File: config.mk
export PLATFORM = sky130hd
export DESIGN_NAME = fpga_ccff_loader
export DESIGN_NICKNAME = d
export VERILOG_FILES = /design/src/rtl/fpga_cfg_pkg.sv /design/src/rtl/ccff_clk_gen.sv /design/src/rtl/fpga_ccff_loader.sv
export SDC_FILE = /design/constraint.sdc
export NUM_CORES = 1
export LEC_CHECK = 0
export CAP_MARGIN = 20
export CORE_MARGIN = 8
export CORE_UTILIZATION = 50
export CTS_CLUSTER_DIAMETER = 40
export CTS_CLUSTER_SIZE = 20
export DETAILED_ROUTE_END_ITERATION = 16
export GPL_TIMING_DRIVEN = 0
export PLACE_DENSITY = 0.74
export SYNTH_ARGS = -nofsm -noshare
export SYNTH_HDL_FRONTEND = slang
export SYNTH_HIERARCHICAL = 1
export SYNTH_SLANG_ARGS = --single-unit
File: constraint.sdc
create_clock -name clk -period 5.6 [get_ports clk]
set_clock_uncertainty 0.1 [all_clocks]
set_input_delay 0.84 -clock clk [delete_from_list [all_inputs] [get_ports clk]]
set_output_delay 0.84 -clock clk [all_outputs]
set_load 0.05 [all_outputs]
File: src/rtl/fpga_cfg_pkg.sv
// rtl/fpga_cfg_pkg.sv - shared state encoding and CRC-16-CCITT helper for the config chain loader
package fpga_cfg_pkg;

  typedef enum logic [2:0] {
    ST_IDLE,
    ST_CLEAR,
    ST_LOAD,
    ST_SHIFT,
    ST_DONE,
    ST_ERR
  } state_t;

  localparam logic [15:0] CRC16_POLY = 16'h1021;
  localparam logic [15:0] CRC16_INIT = 16'hFFFF;

  // One MSB-first step of the CRC register for a single serial bit
  function automatic logic [15:0] crc16_step(input logic [15:0] crc, input logic din);
    logic fb;
    fb = crc[15] ^ din;
    return {crc[14:0], 1'b0} ^ (fb ? CRC16_POLY : 16'h0000);
  endfunction

endpackage

File: src/rtl/ccff_clk_gen.sv
// rtl/ccff_clk_gen.sv - prog_clk phase generator: CLK_DIV cycles low, CLK_DIV cycles high per bit
module ccff_clk_gen #(
  parameter int CLK_DIV = 2
) (
  input  logic clk,
  input  logic reset,
  input  logic run,
  input  logic stop,
  output logic prog_clk,
  output logic pre_rise,
  output logic fall
);

  localparam int PH_W = (2 * CLK_DIV > 1) ? $clog2(2 * CLK_DIV) : 1;
  localparam logic [PH_W-1:0] PH_RISE = PH_W'(CLK_DIV - 1);
  localparam logic [PH_W-1:0] PH_LAST = PH_W'(2 * CLK_DIV - 1);
  localparam logic [PH_W-1:0] PH_HIGH = PH_W'(CLK_DIV);

  logic [PH_W-1:0] phase;
  logic [PH_W-1:0] phase_n;

  assign phase_n  = (phase == PH_LAST) ? '0 : phase + PH_W'(1);
  assign pre_rise = run && (phase == PH_RISE);
  assign fall     = run && (phase == PH_LAST);

  // Strobes ignore stop so the FSM can use them to decide stop without a loop
  always_ff @(posedge clk) begin
    if (reset || !run || stop) begin
      phase    <= '0;
      prog_clk <= 1'b0;
    end else begin
      phase    <= phase_n;
      prog_clk <= (phase_n >= PH_HIGH);
    end
  end

endmodule

File: src/rtl/fpga_ccff_loader.sv
// rtl/fpga_ccff_loader.sv - streams words into the fabric config chain, sequences set/reset, CRCs the tail
module fpga_ccff_loader
  import fpga_cfg_pkg::*;
#(
  parameter int CHAIN_LEN  = 4096,
  parameter int DATA_W     = 8,
  parameter int CLK_DIV    = 2,
  parameter int SET_CYCLES = 4,
  parameter int TIMEOUT    = 1024
) (
  input  logic              clk,
  input  logic              reset,
  input  logic              start,
  input  logic              abort,
  input  logic [DATA_W-1:0] s_data,
  input  logic              s_valid,
  output logic              s_ready,
  output logic              ccff_head,
  input  logic              ccff_tail,
  output logic              prog_clk,
  output logic              cfg_set,
  output logic              fabric_rst,
  output logic              busy,
  output logic              done,
  output logic              err,
  output logic [15:0]       tail_crc
);

  localparam int BC_W = $clog2(CHAIN_LEN + 1);
  localparam int WB_W = (DATA_W > 1) ? $clog2(DATA_W) : 1;
  localparam int TO_W = (TIMEOUT > 1) ? $clog2(TIMEOUT + 1) : 1;
  localparam int SC_W = (SET_CYCLES > 1) ? $clog2(SET_CYCLES + 1) : 1;

  state_t            state, state_n;
  logic [DATA_W-1:0] sh;
  logic [BC_W-1:0]   bit_cnt;
  logic [WB_W-1:0]   wbit;
  logic [TO_W-1:0]   to_cnt;
  logic [SC_W-1:0]   set_cnt;
  logic              pre_rise, fall, hs, start_ok, chain_end, word_end;

  assign start_ok   = start && (state == ST_IDLE || state == ST_DONE || state == ST_ERR);
  assign s_ready    = (state == ST_LOAD) && !abort;
  assign hs         = s_valid && s_ready;
  assign chain_end  = (bit_cnt == BC_W'(CHAIN_LEN - 1));
  assign word_end   = (wbit == WB_W'(DATA_W - 1));
  assign ccff_head  = sh[DATA_W-1];
  assign cfg_set    = (state == ST_CLEAR);
  assign busy       = (state == ST_CLEAR) || (state == ST_LOAD) || (state == ST_SHIFT);
  assign done       = (state == ST_DONE);
  assign err        = (state == ST_ERR);
  assign fabric_rst = (state != ST_DONE);

  ccff_clk_gen #(.CLK_DIV(CLK_DIV)) u_clk_gen (
    .clk      (clk),
    .reset    (reset),
    .run      (state == ST_SHIFT),
    .stop     (state_n != ST_SHIFT),
    .prog_clk (prog_clk),
    .pre_rise (pre_rise),
    .fall     (fall)
  );

  always_comb begin
    state_n = state;
    unique case (state)
      ST_IDLE, ST_DONE, ST_ERR: if (start) state_n = ST_CLEAR;
      ST_CLEAR: begin
        if (abort) state_n = ST_ERR;
        else if (set_cnt == SC_W'(SET_CYCLES - 1)) state_n = ST_LOAD;
      end
      ST_LOAD: begin
        if (abort) state_n = ST_ERR;
        else if (hs) state_n = ST_SHIFT;
        else if (to_cnt == TO_W'(TIMEOUT - 1)) state_n = ST_ERR;
      end
      ST_SHIFT: begin
        // Chain completion wins over word completion: leftover word bits are dropped
        if (abort) state_n = ST_ERR;
        else if (fall) begin
          if (chain_end) state_n = ST_DONE;
          else if (word_end) state_n = ST_LOAD;
        end
      end
      default: state_n = ST_IDLE;
    endcase
  end

  always_ff @(posedge clk) begin
    if (reset) begin
      state    <= ST_IDLE;
      sh       <= '0;
      bit_cnt  <= '0;
      wbit     <= '0;
      to_cnt   <= '0;
      set_cnt  <= '0;
      tail_crc <= CRC16_INIT;
    end else begin
      state   <= state_n;
      set_cnt <= (state == ST_CLEAR) ? set_cnt + SC_W'(1) : '0;
      to_cnt  <= (state == ST_LOAD && !hs) ? to_cnt + TO_W'(1) : '0;
      if (start_ok) begin
        bit_cnt  <= '0;
        tail_crc <= CRC16_INIT;
      end
      if (hs) begin
        sh   <= s_data;
        wbit <= '0;
      end else if (state == ST_SHIFT && !abort) begin
        // Tail is folded in while prog_clk is still low, i.e. before the fabric shifts
        if (pre_rise) tail_crc <= crc16_step(tail_crc, ccff_tail);
        if (fall) begin
          sh   <= sh << 1;
          wbit <= wbit + WB_W'(1);
          if (bit_cnt != BC_W'(CHAIN_LEN)) bit_cnt <= bit_cnt + BC_W'(1);
        end
      end
    end
  end

endmodule

==> flow_summary.toml <==
[outcome]
status = "complete, no violations"

[finish]
synthToLayoutAreaGrowth_pct = 23.1
layout.nets = 399
n_fill_cell = 508
drive_above_1_share = 0.0974
multi_input_area_sq_um = 1510
n_antenna_cell = 0
final_cells = 452
seq_area_sq_um = 1180

[floorplanning]
core_area_sq_um = 5470
initial_utilization = 0.517
dieHeight_microns = 91.2
row_count = 27
ios = 38
fp.dieW_microns = 91.2
dieArea_sq_um = 8320

[clock_network]
cts.sinks = 59
post_cts_resized = 0
clkLatencyLatePin_ns = 0.33
root_buffer = "clkbuf_8"
post_cts_buffers = 0
numCtsBuffers = 9
h-tree-depth = 3
cts_tree = "yes"
clk_pin_slew_ns = 0.06
clockBufferDepth = 2
ctsHoldBuffers = 0

[critical_path]
endpoint_kind = "output port"
start_kind = "input port"
crit_slowest_cell = "clkdlybuf4s50_1"
worstPathMaxFanout = 8
critical_path_class = "input port to output port"
crit_chain = "clkdlybuf4s50_1, nor4b_2, clkdlybuf4s50_1"
required_ns = 4.66
cp.arrival_ns = 2.75
path_buf_inv = 2
cp_top_family = "buffers and inverters"
cp_common_cell = "clkdlybuf4s50_1"
cp_slowest_stage_delay_ns = 0.88

[grt]
grt_pass1_wl_mm = 10.6
grt_pass1_vias = 2370
overflow = 0
antenna_found_initial = 0
grt_max_degree = 11
track_usage = 0.151

[timing]
hold-worst-slack_ns = 0.353
fin_crit_ns = 3.69
fin_setup_tns_ns = 0
setup_ws_ns = 1.91
setup_violations = 0
fin_crit_sh = 0.658
max_slew_margin = 0.431
final-max-slew-violation-count = 0
rsz0062_at_grt = "false"
worstMarginPinSlew_ns = 0.846
fmax_mhz = 271
final-hold-violation-count = 0

[detailed_routing]
vias_per_cell = 5.49
drt_first_iter_violations = 88
postRouteWirelength_mm = 6.18
final_antenna_net_count = 0
drcViolationCount = 0
wl_per_cell_microns = 13.7
first_pass_iters = 4
routed-via-count = 2483

[yosys]
synth.distinct_cells = 53
yosysWarnings = 6
synthCells = 328
synth_top_cell_by_area = "dfxtp_1"
synth_seq_cells = 59
synthArstFlopShare = 0
synth_top_area_frac = 0.418
synth_nets = 351
syn_area_sq_um = 2830
syn_area_per_cell_sq_um = 8.62
yosysSeqAreaShare = 0.418
synth_ff_type = "dfxtp_1"
synthTopCellsByArea = "dfxtp_1 (42%), nor2_1 (5.4%), ha_1 (4.0%)"
synth_edf_count = 0

[placement]
place_inst = 437
portBuffers = 37
dp_slack_ns = 1.91
dp_hpwl_mm = 4.51
gp_congestion = 0.840

[worst_hold_path]
min_path_type = "register to register"

[flow_run]
drv_cap = 0

[power_and_ir_drop]
leakagePower_nw = 1.29
ir_drop_uv = 167
power_density_nw_per_um2 = 245
==> cells by family after synthesis <==
family                     count (synthesis)  share of synthesized area
AOI/OAI and AO/OA                         61                      0.142
xor gates and xnor gates                  16                     0.0496
adders and majority gates                  9                     0.0398
buffers and inverters                     31                     0.0487
DFF                                       59                      0.418
muxes                                      5                     0.0177
and+or+nand+nor                          147                      0.284
==> layout by cell type, fill, tap and decap left out, types with 7 or more instances in the layout <==
cell / synthesis / layout
clkbuf_1: 7 / 9
clkbuf_8: 0 / 11
nor2_1: 41 / 41
o21bai_1: 15 / 15
nand3_1: 17 / 17
dfxtp_1: 59 / 59
nand2_1: 15 / 15
buf_2: 11 / 11
xor2_1: 10 / 10
a21oi_1: 20 / 20
clkdlybuf4s50_1: 0 / 37
ha_1: 9 / 9
nor3_1: 19 / 19
nand4_1: 7 / 7
inv_1: 12 / 12
==> through the flow <==
step	power, mW	area (sq um)	util
final	0.852	3480	0.636
after CTS	0.857	3480	0.636
after global placement	0.479	3290	0.601
after floorplan	0.459	2830	-
after detailed placement	0.479	3290	0.601
after global routing	0.882	3480	0.636
==> final timing paths <==
check                                          end  startpoint  slack (ns)  cells past startpoint
worst min register to register          set_cnt[0]  set_cnt[0]        0.35                      1
worst max register to register  u_clk_gen/phase[0]    state[2]        2.64                     11
worst max-delay path                       s_ready       abort        1.91                      3
worst min-delay path                    set_cnt[0]  set_cnt[0]        0.35                      1
==> power by group <==
part / leakage, nW / switching (mW) / internal [mW] / total, mW
sequential: 0.476 / 0.000972 / 0.421 / 0.422
combinational: 0.717 / 0.0268 / 0.0210 / 0.0478
clock: 0.0995 / 0.155 / 0.227 / 0.382
total: 1.29 / 0.182 / 0.669 / 0.852
==> flip-flops by register name (all words and copies together) (netlist names), 3 cells and up <==
signal    flops
tail_crc     16
bit_cnt      13
to_cnt       11
sh            8
set_cnt       3
state         3
wbit          3
==> per-layer routing <==
metal / wire, microns / up-vias / track usage
met5: 0 / - / 0
met4: 122 / 0 / 0.0737
met3: 223 / 11 / 0.0403
met2: 2890 / 42 / 0.247
met1: 2940 / 1170 / 0.180
li1: - / 1260 / -
==> synthesized netlist by cell type, drive strengths merged, types with 5 or more instances <==
cell	number
a21oi	20
a22oi	5
and2	7
buf	12
clkbuf	7
dfxtp	59
ha	9
inv	12
mux2i	5
nand2	15
nand3	17
nand4	7
nor2	41
nor3	20
o21ai	6
o21bai	15
or3	5
xnor2	6
xor2	10
==> layout make-up <==
type / count / area share
clock buffer: 13 / 0.0456
timing repair buffer: 37 / 0.106
tap: 72 / 0.0259
buffer: 19 / 0.0266
sequential: 59 / 0.339
clock inverter: 2 / 0.0101
multi-input combinational: 238 / 0.433
inverter: 12 / 0.0129
Power figures use the tool's default switching activity.
